**src/rtl/param_shift_unit.sv**
```systemverilog
// Multi-mode shift register: programmed multi-bit shifts (one bit per cycle)
// with start/done handshake, plus single-step shifting while idle.
module param_shift_unit #(
  parameter int WIDTH = 16,
  parameter int CNT_W = 5
) (
  input  logic             clk,
  input  logic             rst,
  input  logic             ld,
  input  logic [WIDTH-1:0] in,
  input  logic             start,
  input  logic [1:0]       mode,
  input  logic [CNT_W-1:0] amount,
  input  logic             shift_enable,
  output logic [WIDTH-1:0] out,
  output logic [CNT_W-1:0] count,
  output logic             busy,
  output logic             done
);

  typedef enum logic [1:0] {IDLE, SHIFT, DONE} state_t;

  localparam logic [CNT_W-1:0] WIDTH_C = CNT_W'(WIDTH);

  state_t           state;
  logic [1:0]       mode_q;
  logic [CNT_W-1:0] amt_q;
  logic [CNT_W-1:0] amt_start;
  logic [WIDTH-1:0] sh_nxt;
  logic [CNT_W-1:0] cnt_nxt;

  function automatic logic [WIDTH-1:0] shift_fn(input logic [WIDTH-1:0] v,
                                                input logic [1:0]       m);
    case (m)
      2'b01:   return {1'b0, v[WIDTH-1:1]};
      2'b10:   return {v[WIDTH-1], v[WIDTH-1:1]};
      default: return {v[WIDTH-2:0], 1'b0};
    endcase
  endfunction

  // Normalize also stops as soon as the MSB is set.
  function automatic logic term_fn(input logic [WIDTH-1:0] v,
                                   input logic [CNT_W-1:0] c,
                                   input logic [1:0]       m,
                                   input logic [CNT_W-1:0] a);
    return (c == a) || ((m == 2'b11) && v[WIDTH-1]);
  endfunction

  assign amt_start = (amount > WIDTH_C) ? WIDTH_C : amount;
  assign sh_nxt    = shift_fn(out, mode_q);
  assign cnt_nxt   = count + CNT_W'(1);
  assign busy      = (state == SHIFT);
  assign done      = (state == DONE);

  always_ff @(posedge clk or posedge rst) begin
    if (rst) begin
      state  <= IDLE;
      out    <= '0;
      count  <= '0;
      mode_q <= 2'b00;
      amt_q  <= '0;
    end else if (ld) begin
      out   <= in;
      count <= '0;
      state <= IDLE;
    end else begin
      case (state)
        IDLE: begin
          if (start) begin
            mode_q <= mode;
            amt_q  <= amt_start;
            count  <= '0;
            state  <= term_fn(out, CNT_W'(0), mode, amt_start) ? DONE : SHIFT;
          end else if (shift_enable) begin
            out <= shift_fn(out, mode);
          end
        end
        SHIFT: begin
          out   <= sh_nxt;
          count <= cnt_nxt;
          if (term_fn(sh_nxt, cnt_nxt, mode_q, amt_q)) state <= DONE;
        end
        DONE:    state <= IDLE;
        default: state <= IDLE;
      endcase
    end
  end

endmodule

```
**config.mk**
```make
export PLATFORM = sky130hd
export DESIGN_NAME = param_shift_unit
export DESIGN_NICKNAME = d
export VERILOG_FILES = /design/src/rtl/param_shift_unit.sv
export SDC_FILE = /design/constraint.sdc
export NUM_CORES = 1
export LEC_CHECK = 0
export CAP_MARGIN = 20
export CORE_MARGIN = 1
export CORE_UTILIZATION = 35
export DETAILED_ROUTE_END_ITERATION = 10
export DONT_BUFFER_PORTS = 1
export SLEW_MARGIN = 20
export SYNTH_ARGS = -nofsm -noshare
export SYNTH_HDL_FRONTEND = slang
export SYNTH_SLANG_ARGS = --single-unit
```
**constraint.sdc**
```tcl
create_clock -name clk -period 1.55 [get_ports clk]
set_clock_uncertainty 0.05 [all_clocks]
set_input_delay 0.155 -clock clk [delete_from_list [all_inputs] [get_ports clk]]
set_output_delay 0.155 -clock clk [all_outputs]
set_load 0.05 [all_outputs]
```
==> key figures <==
Die
  – Num rows: 25
  – Starting Density: 0.371
  – Die Wd: 73.7 um
  – Die Ht: 73.7 um
  – Full die area: 0.00544 sq mm
  – I/O Pins: 51
  – Total core area: 0.00485 sq mm

Global routing
  – First-pass GRT wire length: 7060 um
  – Aggregate global-route resource usage: 0.173
  – Antenna violations before repair: 0
  – Vias in the first global route: 1537
  – Largest net degree at the start of global routing: 32
  – Grt total ovfl: 0

Synth
  – Ys flop type: dfrtp_1
  – FFs w/ async S/R, synth: 1.00
  – Post-synthesis sequential area ratio: 0.417
  – Post-synthesis adder-cell area fraction: 0.0486
  – Largest family of logic cells by synthesized area: compound AO/OA/AOI/OAI gates
  – Synth area leader: dfrtp_1
  – Mapped Cells: 194
  – Netlist cell types: 37
  – EDFF count, synth: 0
  – Post-synthesis mux area share: 0.0278
  – Synth Warn #: 0
  – Avg Inst Size Synth: 9.28 sq um
  – Synth top area cells: dfrtp_1 (42%), a22oi_2 (6.9%), nand2_1 (5.2%), ha_1 (4.9%), a31oi_1 (3.8%)
  – Area share of the largest cell type after synthesis: 0.417
  – Post-Synth Simple-Gate Area: 0.156
  – Yosys reg bits: 30
  – Compound-Gate Fraction of Synth Area: 0.245
  – Mapped cell area: 0.00180 sq mm
  – Post-synthesis xor/xnor area fraction: 0.0389
  – Syn_nets: 229

STA
  – Worst Tran Pin Value: 471 ps
  – Fin crit share: 1.05
  – Max Transition Viols Final: 0
  – Final setup violation count: 17
  – Max-slew headroom at the worst pin: 0.685
  – Final WS setup: -84.6 ps
  – Final min period: 1630 ps
  – RSZ-0062 raised after global routing: true
  – Final Hold Fails: 1
  – Peak Freq: 612 MHz
  – Worst hold slack: -8.70 ps

Place
  – Final RePlAce weighted congestion: 0.771
  – Pre-CTS setup slack: -112 ps
  – Detail Placement HPWL: 2990 um
  – DP Area: 0.00215 sq mm
  – I/O Buffers: 0

Clock network
  – Num CTS Buffers: 5
  – Max clock buf depth: 2
  – CTS tree: yes
  – Sink Count: 30
  – Later-pin clock latency in the skew report: 280 ps
  – Reg clk slew, reported paths: 70 ps
  – Postcts setup bufs: 0
  – Root buffer cell: clkbuf_8
  – H-tree level count: 2

Final layout
  – Multi-input logic area: 0.00109 sq mm
  – Fill count: 435
  – Most frequent cells in the layout: buf_4 (37), dfrtp_1 (26), nor2_1 (18), nand2_1 (17), a22oi_2 (12)
  – Leading cell type in the layout, fill and taps excluded: buf_4
  – Layout cells sized above 1: 0.380
  – Final instance area: 0.00249 sq mm
  – Area grow syn2layout: 38.3%
  – Sequential Area: 756 sq um
  – Antenna Cells: 0
  – Final net count: 276

Setup path
  – Reg-to-Reg End: out[10]
  – Worst setup path start: mode_q[1]
  – Crit path max fanout: 6
  – Reg2Reg Setup Slack: -80 ps
  – Worst reg2reg path depth: 6
  – R2r startpoint: mode_q[1]
  – Worst setup SP type: register
  – Worst path arrival time: 1790 ps
  – Worst Path Required: 1700 ps
  – Setup crit end kind: register
  – CP endpoint: out[10]
  – Setup CP Type: register to register

Flow run
  – Max-cap check violation count: 0

Pwr
  – Cell Pwr Density: 1520 mW/mm^2
  – Maximum vdd ir drop: 0.576 mV
  – Power, Total: 3.80 mW
  – Pleak: 1.09 nW

Run status
  – Failing checks: hold timing, setup timing
  – Outcome: complete, but fails checks

Detailed routing
  – Vias per cell: 5.11
  – Via count: 1580
  – Post-route ant nets: 0
  – Final wirelength: 4620 um
  – Initial drt markers: 121
  – Detailed-route wire length per cell: 14.9 um
  – DRC: 0
  – Drt pass-1 iters: 4

Worst hold path
  – Hold Crit Class: primary input to register
  – Hold path startpoint: ld
[timing repair]
action / CTS / global route
cloned: 0 / 2
gates resized for setup: 7 / 21
hold endpoints to repair: 45 / 7
setup endpoints to repair: 18 / 24
pin swaps: 11 / 22
hold buffers: 10 / 1
[flip-flops by register name, indices dropped and copies added, names as in the netlist]
signal  flops
out        16
amt_q       5
count       5
mode_q      2
state       2
[cells in the mapped netlist (2+ instances only)]
| cell type | number |
|---|---|
| nand2_1 | 25 |
| a22oi_2 | 10 |
| clkbuf_1 | 7 |
| nor2_1 | 18 |
| buf_6 | 4 |
| xor2_1 | 2 |
| nand2b_1 | 4 |
| dfrtp_1 | 30 |
| nor3_1 | 4 |
| xnor2_1 | 6 |
| a31oi_1 | 11 |
| a21oi_1 | 5 |
| ha_1 | 7 |
| inv_1 | 12 |
| a22oi_1 | 5 |
| a221oi_1 | 3 |
| a21o_1 | 2 |
| o22ai_1 | 3 |
| o21bai_1 | 3 |
| o21ai_0 | 10 |
| nand3_1 | 2 |
| nor2b_1 | 2 |
| o21ai_1 | 5 |
[area by class of cell]
| cell class | count | area share |
|---|---|---|
| timing repair buffer | 50 | 0.168 |
| tap | 67 | 0.0337 |
| inverter | 12 | 0.0181 |
| multi-input combinational | 142 | 0.440 |
| sequential | 30 | 0.304 |
| clock inverter | 1 | 0.00201 |
| clock buffer | 7 | 0.0347 |
[power by group]
part | total (mW) | internal [mW] | switching, mW
Combinational | 1.91 | 0.747 | 1.16
Clock | 0.662 | 0.358 | 0.305
Sequential | 1.23 | 0.989 | 0.239
[stage by stage]
step | setup TNS, ps | cells | hold slack, ps | util
after global placement | -751 | 288 | 110 | 0.443
after CTS | -1100 | 306 | -128 | 0.490
after floorplan | -1980 | 194 | 196 | -
after detailed placement | -1170 | 288 | 106 | 0.443
final | -879 | 309 | -8.70 | 0.514
after global routing | -2170 | 309 | 14.7 | 0.514
[routing by layer]
metal | GRT usage | vias to the layer above | wire [um]
met5 | 0 | - | 0
met4 | 0.0919 | 0 | 124
met3 | 0.0425 | 9 | 228
met2 | 0.255 | 43 | 2170
met1 | 0.232 | 749 | 2100
li1 | - | 779 | -
[cell families (layout without fill, tap and decap cells)]
logic type	Yosys count	count (layout)
muxes	4	4
and+or+nand+nor	61	63
AOI/OAI and AO/OA	60	60
adders and majority gates	7	7
xor gates and xnor gates	8	8
buffers and inverters	24	70
DFF	30	30
[worst max-delay path: stages (launching register included)]
cell and delay (ps):
dfrtp_1 420, ha_4 260, o21bai_4 170, mux2i_4 190, and2_4 250, nand2_2 60
a31oi_1 140
[worst min-delay path by stage]
stage	end	depth (start not counted)
global route	state[0]	3
floorplan	amt_q[0]	1
global placement	out[11]	2
detailed placement	out[11]	2
CTS	count[1]	1
finish	out[2]	2
No activity file was read; power rests on OpenSTA's default activity.
